## config.mk

```make
export PLATFORM = sky130hd
export DESIGN_NAME = led_breathe
export DESIGN_NICKNAME = d
export VERILOG_FILES = /design/src/rtl/led_breathe.sv
export SDC_FILE = /design/constraint.sdc
export NUM_CORES = 1
export LEC_CHECK = 0
export CORE_MARGIN = 2
export CORE_UTILIZATION = 54
export CTS_CLUSTER_SIZE = 14
export DETAILED_ROUTE_END_ITERATION = 16
export GPL_ROUTABILITY_DRIVEN = 0
export GPL_TIMING_DRIVEN = 0
export PLACE_DENSITY_LB_ADDON = 0.15
export SLEW_MARGIN = 20
export SYNTH_ARGS = -nofsm -noshare
export SYNTH_HDL_FRONTEND = slang
export SYNTH_SLANG_ARGS = --single-unit
export TNS_END_PERCENT = 30
```

## constraint.sdc

```tcl
create_clock -name clk -period 2.1 [get_ports clk]
set_clock_uncertainty 0.05 [all_clocks]
set_input_delay 0.315 -clock clk [delete_from_list [all_inputs] [get_ports clk]]
set_output_delay 0.315 -clock clk [all_outputs]
set_load 0.1 [all_outputs]
```

## src/rtl/led_breathe.sv

```systemverilog
`default_nettype none
// +------------------------------------------------------------------------+
// | Module   : led_breathe                                                 |
// | Purpose  : Four-channel LED breathing driver. A free-running PWM is    |
// |            modulated by a triangle duty ramp with top/bottom plateaus. |
// | Revision : 1.0  initial release                                        |
// +------------------------------------------------------------------------+
module led_breathe #(
  parameter int PWM_WIDTH   = 8,
  parameter int DIV_PERIODS = 64,
  parameter int HOLD_STEPS  = 16
) (
  input  logic                 clk,
  input  logic                 rst_n,
  input  logic                 i_en,
  input  logic                 i_mode,
  output logic [3:0]           o_led,
  output logic [PWM_WIDTH-1:0] o_duty,
  output logic [1:0]           o_state,
  output logic                 o_step
);

  localparam int c_DIV_W  = (DIV_PERIODS > 1) ? $clog2(DIV_PERIODS) : 1;
  localparam int c_HOLD_W = (HOLD_STEPS > 1) ? $clog2(HOLD_STEPS) : 1;

  localparam logic [PWM_WIDTH-1:0] c_MAX       = {PWM_WIDTH{1'b1}};
  localparam logic [PWM_WIDTH-1:0] c_PWM_ONE   = PWM_WIDTH'(1);
  localparam logic [PWM_WIDTH-1:0] c_PWM_ZERO  = '0;
  localparam logic [c_DIV_W-1:0]   c_DIV_LAST  = c_DIV_W'(DIV_PERIODS - 1);
  localparam logic [c_DIV_W-1:0]   c_DIV_ONE   = c_DIV_W'(1);
  // With no plateau the hold states are unreachable; keep the constant legal.
  localparam logic [c_HOLD_W-1:0]  c_HOLD_LAST = c_HOLD_W'((HOLD_STEPS > 0) ? HOLD_STEPS - 1 : 0);
  localparam logic [c_HOLD_W-1:0]  c_HOLD_ONE  = c_HOLD_W'(1);

  typedef enum logic [1:0] {
    S_UP       = 2'd0,
    S_HOLD_TOP = 2'd1,
    S_DOWN     = 2'd2,
    S_HOLD_BOT = 2'd3
  } state_t;

  // Registered state
  logic [PWM_WIDTH-1:0] r_pwm_cnt;
  logic [c_DIV_W-1:0]   r_div_cnt;
  logic [c_HOLD_W-1:0]  r_hold_cnt;
  logic [PWM_WIDTH-1:0] r_duty;
  state_t               r_state;
  logic                 r_mode_q;
  logic [3:0]           r_led;
  logic                 r_step;

  // Combinational
  logic                 w_wrap;
  logic                 w_strobe;
  state_t               w_state_nxt;
  logic [PWM_WIDTH-1:0] w_duty_nxt;
  logic [c_HOLD_W-1:0]  w_hold_nxt;
  logic [PWM_WIDTH-1:0] w_duty_ch [4];
  logic [3:0]           w_led_nxt;

  // Last count of a PWM period; duty and mode may only change on this edge.
  assign w_wrap   = (r_pwm_cnt == c_MAX);
  assign w_strobe = w_wrap && (r_div_cnt == c_DIV_LAST);

  // Per-channel duty and PWM compare (graded brightness in mode 1)
  for (genvar k = 0; k < 4; k++) begin : g_ch
    assign w_duty_ch[k] = r_mode_q ? (r_duty >> k) : r_duty;
    assign w_led_nxt[k] = (r_pwm_cnt < w_duty_ch[k]);
  end

  // Next-state, next-duty and plateau counter, evaluated only on a fade step
  always_comb begin
    w_state_nxt = r_state;
    w_duty_nxt  = r_duty;
    w_hold_nxt  = r_hold_cnt;
    if (w_strobe) begin
      case (r_state)
        S_UP: begin
          w_duty_nxt = r_duty + c_PWM_ONE;
          if (w_duty_nxt == c_MAX) begin
            w_state_nxt = (HOLD_STEPS == 0) ? S_DOWN : S_HOLD_TOP;
          end
        end
        S_HOLD_TOP: begin
          if (r_hold_cnt == c_HOLD_LAST) begin
            w_hold_nxt  = '0;
            w_state_nxt = S_DOWN;
          end else begin
            w_hold_nxt = r_hold_cnt + c_HOLD_ONE;
          end
        end
        S_DOWN: begin
          w_duty_nxt = r_duty - c_PWM_ONE;
          if (w_duty_nxt == c_PWM_ZERO) begin
            w_state_nxt = (HOLD_STEPS == 0) ? S_UP : S_HOLD_BOT;
          end
        end
        S_HOLD_BOT: begin
          if (r_hold_cnt == c_HOLD_LAST) begin
            w_hold_nxt  = '0;
            w_state_nxt = S_UP;
          end else begin
            w_hold_nxt = r_hold_cnt + c_HOLD_ONE;
          end
        end
        default: w_state_nxt = S_UP;
      endcase
    end
  end

  // FSM state register with duty and plateau counter; disable clears synchronously
  always_ff @(posedge clk or negedge rst_n) begin
    if (!rst_n) begin
      r_state    <= S_UP;
      r_duty     <= '0;
      r_hold_cnt <= '0;
    end else if (!i_en) begin
      r_state    <= S_UP;
      r_duty     <= '0;
      r_hold_cnt <= '0;
    end else begin
      r_state    <= w_state_nxt;
      r_duty     <= w_duty_nxt;
      r_hold_cnt <= w_hold_nxt;
    end
  end

  // PWM and divider counters, mode sampling at period start, registered outputs
  always_ff @(posedge clk or negedge rst_n) begin
    if (!rst_n) begin
      r_pwm_cnt <= '0;
      r_div_cnt <= '0;
      r_mode_q  <= 1'b0;
      r_led     <= '0;
      r_step    <= 1'b0;
    end else if (!i_en) begin
      r_pwm_cnt <= '0;
      r_div_cnt <= '0;
      r_mode_q  <= 1'b0;
      r_led     <= '0;
      r_step    <= 1'b0;
    end else begin
      r_pwm_cnt <= r_pwm_cnt + c_PWM_ONE;
      if (w_wrap) begin
        r_div_cnt <= (r_div_cnt == c_DIV_LAST) ? '0 : r_div_cnt + c_DIV_ONE;
        r_mode_q  <= i_mode;
      end
      r_led  <= w_led_nxt;
      r_step <= w_strobe;
    end
  end

  assign o_led   = r_led;
  assign o_duty  = r_duty;
  assign o_state = r_state;
  assign o_step  = r_step;

endmodule
`default_nettype wire
```

---- Word level (Yosys, flattened, before mapping) ----
Cells that the tools add are included.
operators by class
  multiplexer cells ....................... 25
  reduce and logical (&&, ||, !) cells .... 7
  equality and inequality tests ........... 15
  magnitude comparators ................... 4
  $add $sub $neg .......................... 5
operators with widths
  operator             number
  $mux 8               6
  $lt 8x8->1           4
  $mux 4               5
  $mux 6               3
  $add 8x1->8 const B  2
  $eq 8x8->1 const B   2
  $pmux 8 s2           1
  $mux 2               6
  $ne 3x3->1 const B   4
  $logic_not 8->1      1
  $pmux 2 s4           1
  $sub 8x1->8 const B  1
  $add 6x1->6 const B  1
  $eq 6x6->1 const B   1
  $reduce_and 5->1     1
  $add 4x1->4 const B  1
  $eq 2x2->1 const B   2
  $eq 4x4->1 const B   1
  $ne 2x1->1 const B   2
  $reduce_and 2->1     2
  $mux 1               3
  $ne 3x1->1 const B   1
  $eq 2x1->1 const B   1
  $logic_not 2->1      1
  other kinds (3)      3
word-level totals
  flip-flop bits (word level) ............. 34
  input bits .............................. 4
  word-level logic and storage cells ...... 64

---- Logic depth before layout (Yosys ltp) ----
  depth after elaboration ................. 6
  mapped depth ............................ 10
  depth with buffers taken out ............ 9

---- Worst setup path before layout ----
Ideal clock, no wire load.
  path type ............................... register -> register
  from .................................... register r_duty[1] (netlist: o_duty[1])
  to ...................................... register r_state[0] (netlist: o_state[0])
  path slack .............................. -0.847 ns
  data arrival time ....................... 2.798 ns
  path buffers ............................ 0
  cell stages (with the launch flop) ...... 8
  cells stage by stage .................... dfrtp_1 > ha_1 > nand2_1 > or3_1 > xnor2_1 > o41ai_2 > a31oi_1 > a311oi_1
between the ends
  word-level cells in the longest chain between the ends .. 4
ends and longest elaborated chain
  element                                               line    RTL
  from (decl)                                           46      logic [PWM_WIDTH-1:0] r_duty;
  from (signal assigned)                                123     r_duty <= w_duty_nxt;
  $add 8x1->8 / $sub 8x1->8 (equally long branches)     79, 93
  $eq 8x8->1 / $logic_not 8->1 (equally long branches)  80, 94
  $ne 3x3->1 (no source line)                           n/a
  $reduce_and 5->1 (no source line) (*)                 n/a
  to (signal assigned)                                  122     r_state <= w_state_nxt;
  to (decl)                                             47      state_t r_state;
Every way passes the cells marked *; elsewhere a longest branch is shown, timed or not.
A chain may end at the register's enable or synchronous reset.

---- Worst setup path after layout ----
Same ends and word-level chain as after synthesis.

==> summary.txt <==
Run status
  – Failing checks: negative setup slack
  – Status: finished with violations

Synthesis
  – Cell area after synthesis: 0.00269 mm^2
  – Synth Instances: 301
  – Most used DFF post-synth: dfrtp_1
  – Register bit total from synthesis: 34
  – Largest area contributor in the netlist: dfrtp_1
  – Mapped Nets: 342
  – Synth Warn #: 0
  – Synth area leaders: dfrtp_1, ha_1, nor2_1
  – FFs w/ async S/R, synth: 100%
  – Post-synthesis sequential area ratio: 31.6%
  – Syn_area_per_cell: between 8 and 9 um^2
  – Synth unique cells: 57
  – Synth top area share: 31.6%
  – Post-synth EDFFs: 0

Timing
  – Max-slew violations: 0
  – Setup TNS: -0.341 ns
  – Hold Vio Cnt, Final: 0
  – Worst slew pin tran: 0.960 ns
  – Fmax: 439 MHz
  – Worst setup margin: -0.179 ns
  – Fin crit share: 109%
  – Min Tclk post-route: roughly 2.3 ns
  – RSZ-0062 raised after global routing: true
  – Final Setup Violations: 3
  – Max-slew headroom: 35.9%

Routing
  – Post-DRT Antenna Nets: 0
  – Wire per inst: 16.2 um
  – DRT Pass-1 Iters: 4
  – 1st-iter DRT viols: 149
  – Residual DRC: 0
  – Vias after detailed routing: about 2500
  – Detailed Route WL: 6.83 mm
  – Via/cell ratio: 5.91

Floorplan
  – IO Pins: 19
  – Chip Width: approximately 75 um
  – Placeable Area: ~0.0048 mm^2
  – Die ar.: 0.00557 mm^2
  – Die Y: 74.6 um
  – Starting Density: about 57%
  – Num rows: 25

Clock network
  – Clock Tree Buf Depth: 2
  – Clock Tree Root: clkbuf_8
  – CTS tree: yes
  – Clock-pin slew on the worst setup and hold paths: 0.07 ns
  – Clock Latency Late Sink: 0.30 ns
  – CTS sink count: 34
  – Num CTS Buffers: 5
  – CTS H-tree lvls: 2

Setup path
  – Worst EP arrival: 2.42 ns
  – CP endpoint kind: flop
  – Crit Path Category: reg2reg
  – Worst-path maximum fanout: 6
  – CP Launch Type: flop
  – Critical path required time: 2.24 ns

Global routing
  – Vias in the first global route: 2281
  – Global-route wire length before repair: 10.8 mm
  – Initial antenna violation count: 0
  – Gr usage total: 25.5%
  – GRT overflow: 0
  – Largest net degree at the start of global routing: 26

Pwr
  – Peak supply drop: 341 uV
  – Leak: 0.00158 uW
  – Power per cell area: 389 mW/mm^2
  – Total power: between 1000 and 1500 uW

Cells and area
  – Most frequent cells in the layout: ha_1, nor2_1, buf_4, a21oi_1, dfrtp_1
  – Commonest non-fill, non-tap cell in the layout: ha_1
  – Layout cells sized above 1: between 20 and 30%
  – Antenna Cells: 0
  – Area Overhead vs Synth: 32.2%
  – # nets final: between 300 and 400

Job
  – Max_cap viols: 0

Placed design
  – Half-perimeter wire length after placement: about 4.4 mm
  – Port bufs: 18

Worst hold path
  – Hold Crit Class: in2async
## Yosys cell counts (all sizes together) (2+ instances only)
cell / n
xor2: 7
nand4: 3
mux2i: 6
a2111oi: 2
o21ai: 12
a211o: 2
a21oi: 24
o41ai: 2
nand2b: 3
nand3b: 3
nor3: 9
o22ai: 2
o21a: 8
inv: 12
a31oi: 3
a211oi: 3
o211ai: 3
nand3: 14
buf: 9
a311oi: 3
xnor2: 13
a21o: 3
nand2: 20
nor2: 34
ha: 37
or3: 3
clkbuf: 5
dfrtp: 34
and2: 5
## metrics by stage
stage | instances | utilization, % | worst slack, ns | instance area [um^2] | hold WS [ns]
final | 422 | 74.8 | -0.179 | 3560 | 0.362
after global placement | 386 | 64.3 | -0.423 | 3060 | 0.473
after floorplan | 301 | - | -0.280 | 2790 | -0.0306
after CTS | 409 | 70.4 | -0.0941 | 3350 | 0.377
after global routing | 422 | 74.8 | -0.216 | 3560 | 0.401
after detailed placement | 387 | 64.6 | -0.470 | 3070 | 0.152
## per-layer routing
metal / part of all wire [%] / track usage, %
met3: 4.3 / 4.28
met2: 49 / 41.2
met5: 0 / 0
met4: 2.6 / 10.1
met1: 44 / 34.4
## where the power goes
group	leakage, uW	internal (uW)	switching (uW)
clock	0.0000482	264	248
combinational	0.00109	69.3	128
sequential	0.000447	667	6.60
total	0.00158	1000	383
## what timing repair did
item / 4_1_cts / 5_1_grt
hold buffers: 1 / 0
pin swaps: 9 / 6
hold endpoints to repair: 9 / 0
gates resized for setup: 36 / 39
buffers inserted: 13 / 14
endpoints found under the setup margin: 30 / 19
## state kept, by name, summed over array words and instances, names as in the netlist
name,count
o_step,1
r_div_cnt,6
o_duty,8
r_mode_q,1
o_led,4
r_pwm_cnt,8
r_hold_cnt,4
o_state,2
## kinds of logic after synthesis
group | after synthesis | share of synthesized area, %
AO/OA/AOI/OAI | 76 | 18.8
XOR/XNOR | 20 | 6.51
adder cells (fa/ha/maj) | 37 | 17.2
buffers and inverters | 27 | 4.51
flip-flops | 34 | 31.6
multiplexers | 7 | 2.65
AND/OR/NAND/NOR | 100 | 18.8
## area by class of cell
| class | instances | area [um^2] |
|---|---|---|
| multi-input combinational | 240 | 1920 |
| fill | 352 | 1200 |
| sequential | 34 | 881 |
| timing repair buffer | 47 | 412 |
| buffer | 13 | 111 |
| clock buffer | 7 | 86.3 |
| tap | 67 | 83.8 |
| inverter | 13 | 56.3 |
| clock inverter | 1 | 5.00 |
## path summary, 6_finish.rpt
check | from | to | slack (ns) | cells past startpoint
setup / recovery | o_duty[1] | o_state[0] | -0.18 | 7
hold / removal | rst_n | o_state[0] | 0.36 | 2
setup reg to reg | o_duty[1] | o_state[0] | -0.18 | 7
hold reg to reg | r_div_cnt[5] | r_div_cnt[5] | 0.50 | 2
max in group asynchronous | rst_n | r_pwm_cnt[0] | 1.22 | 3
min in group clk | r_div_cnt[5] | r_div_cnt[5] | 0.50 | 2
## worst max-delay path, stage by stage, from the launching register on
cell and delay [ns]:
dfrtp_4 0.53, buf_4 0.15, nor2_2 0.22, xnor2_1 0.10
o311ai_0 0.46, o21a_1 0.24, a31oi_1 0.09, a311oi_1 0.32
Power figures use the tool's default switching activity.
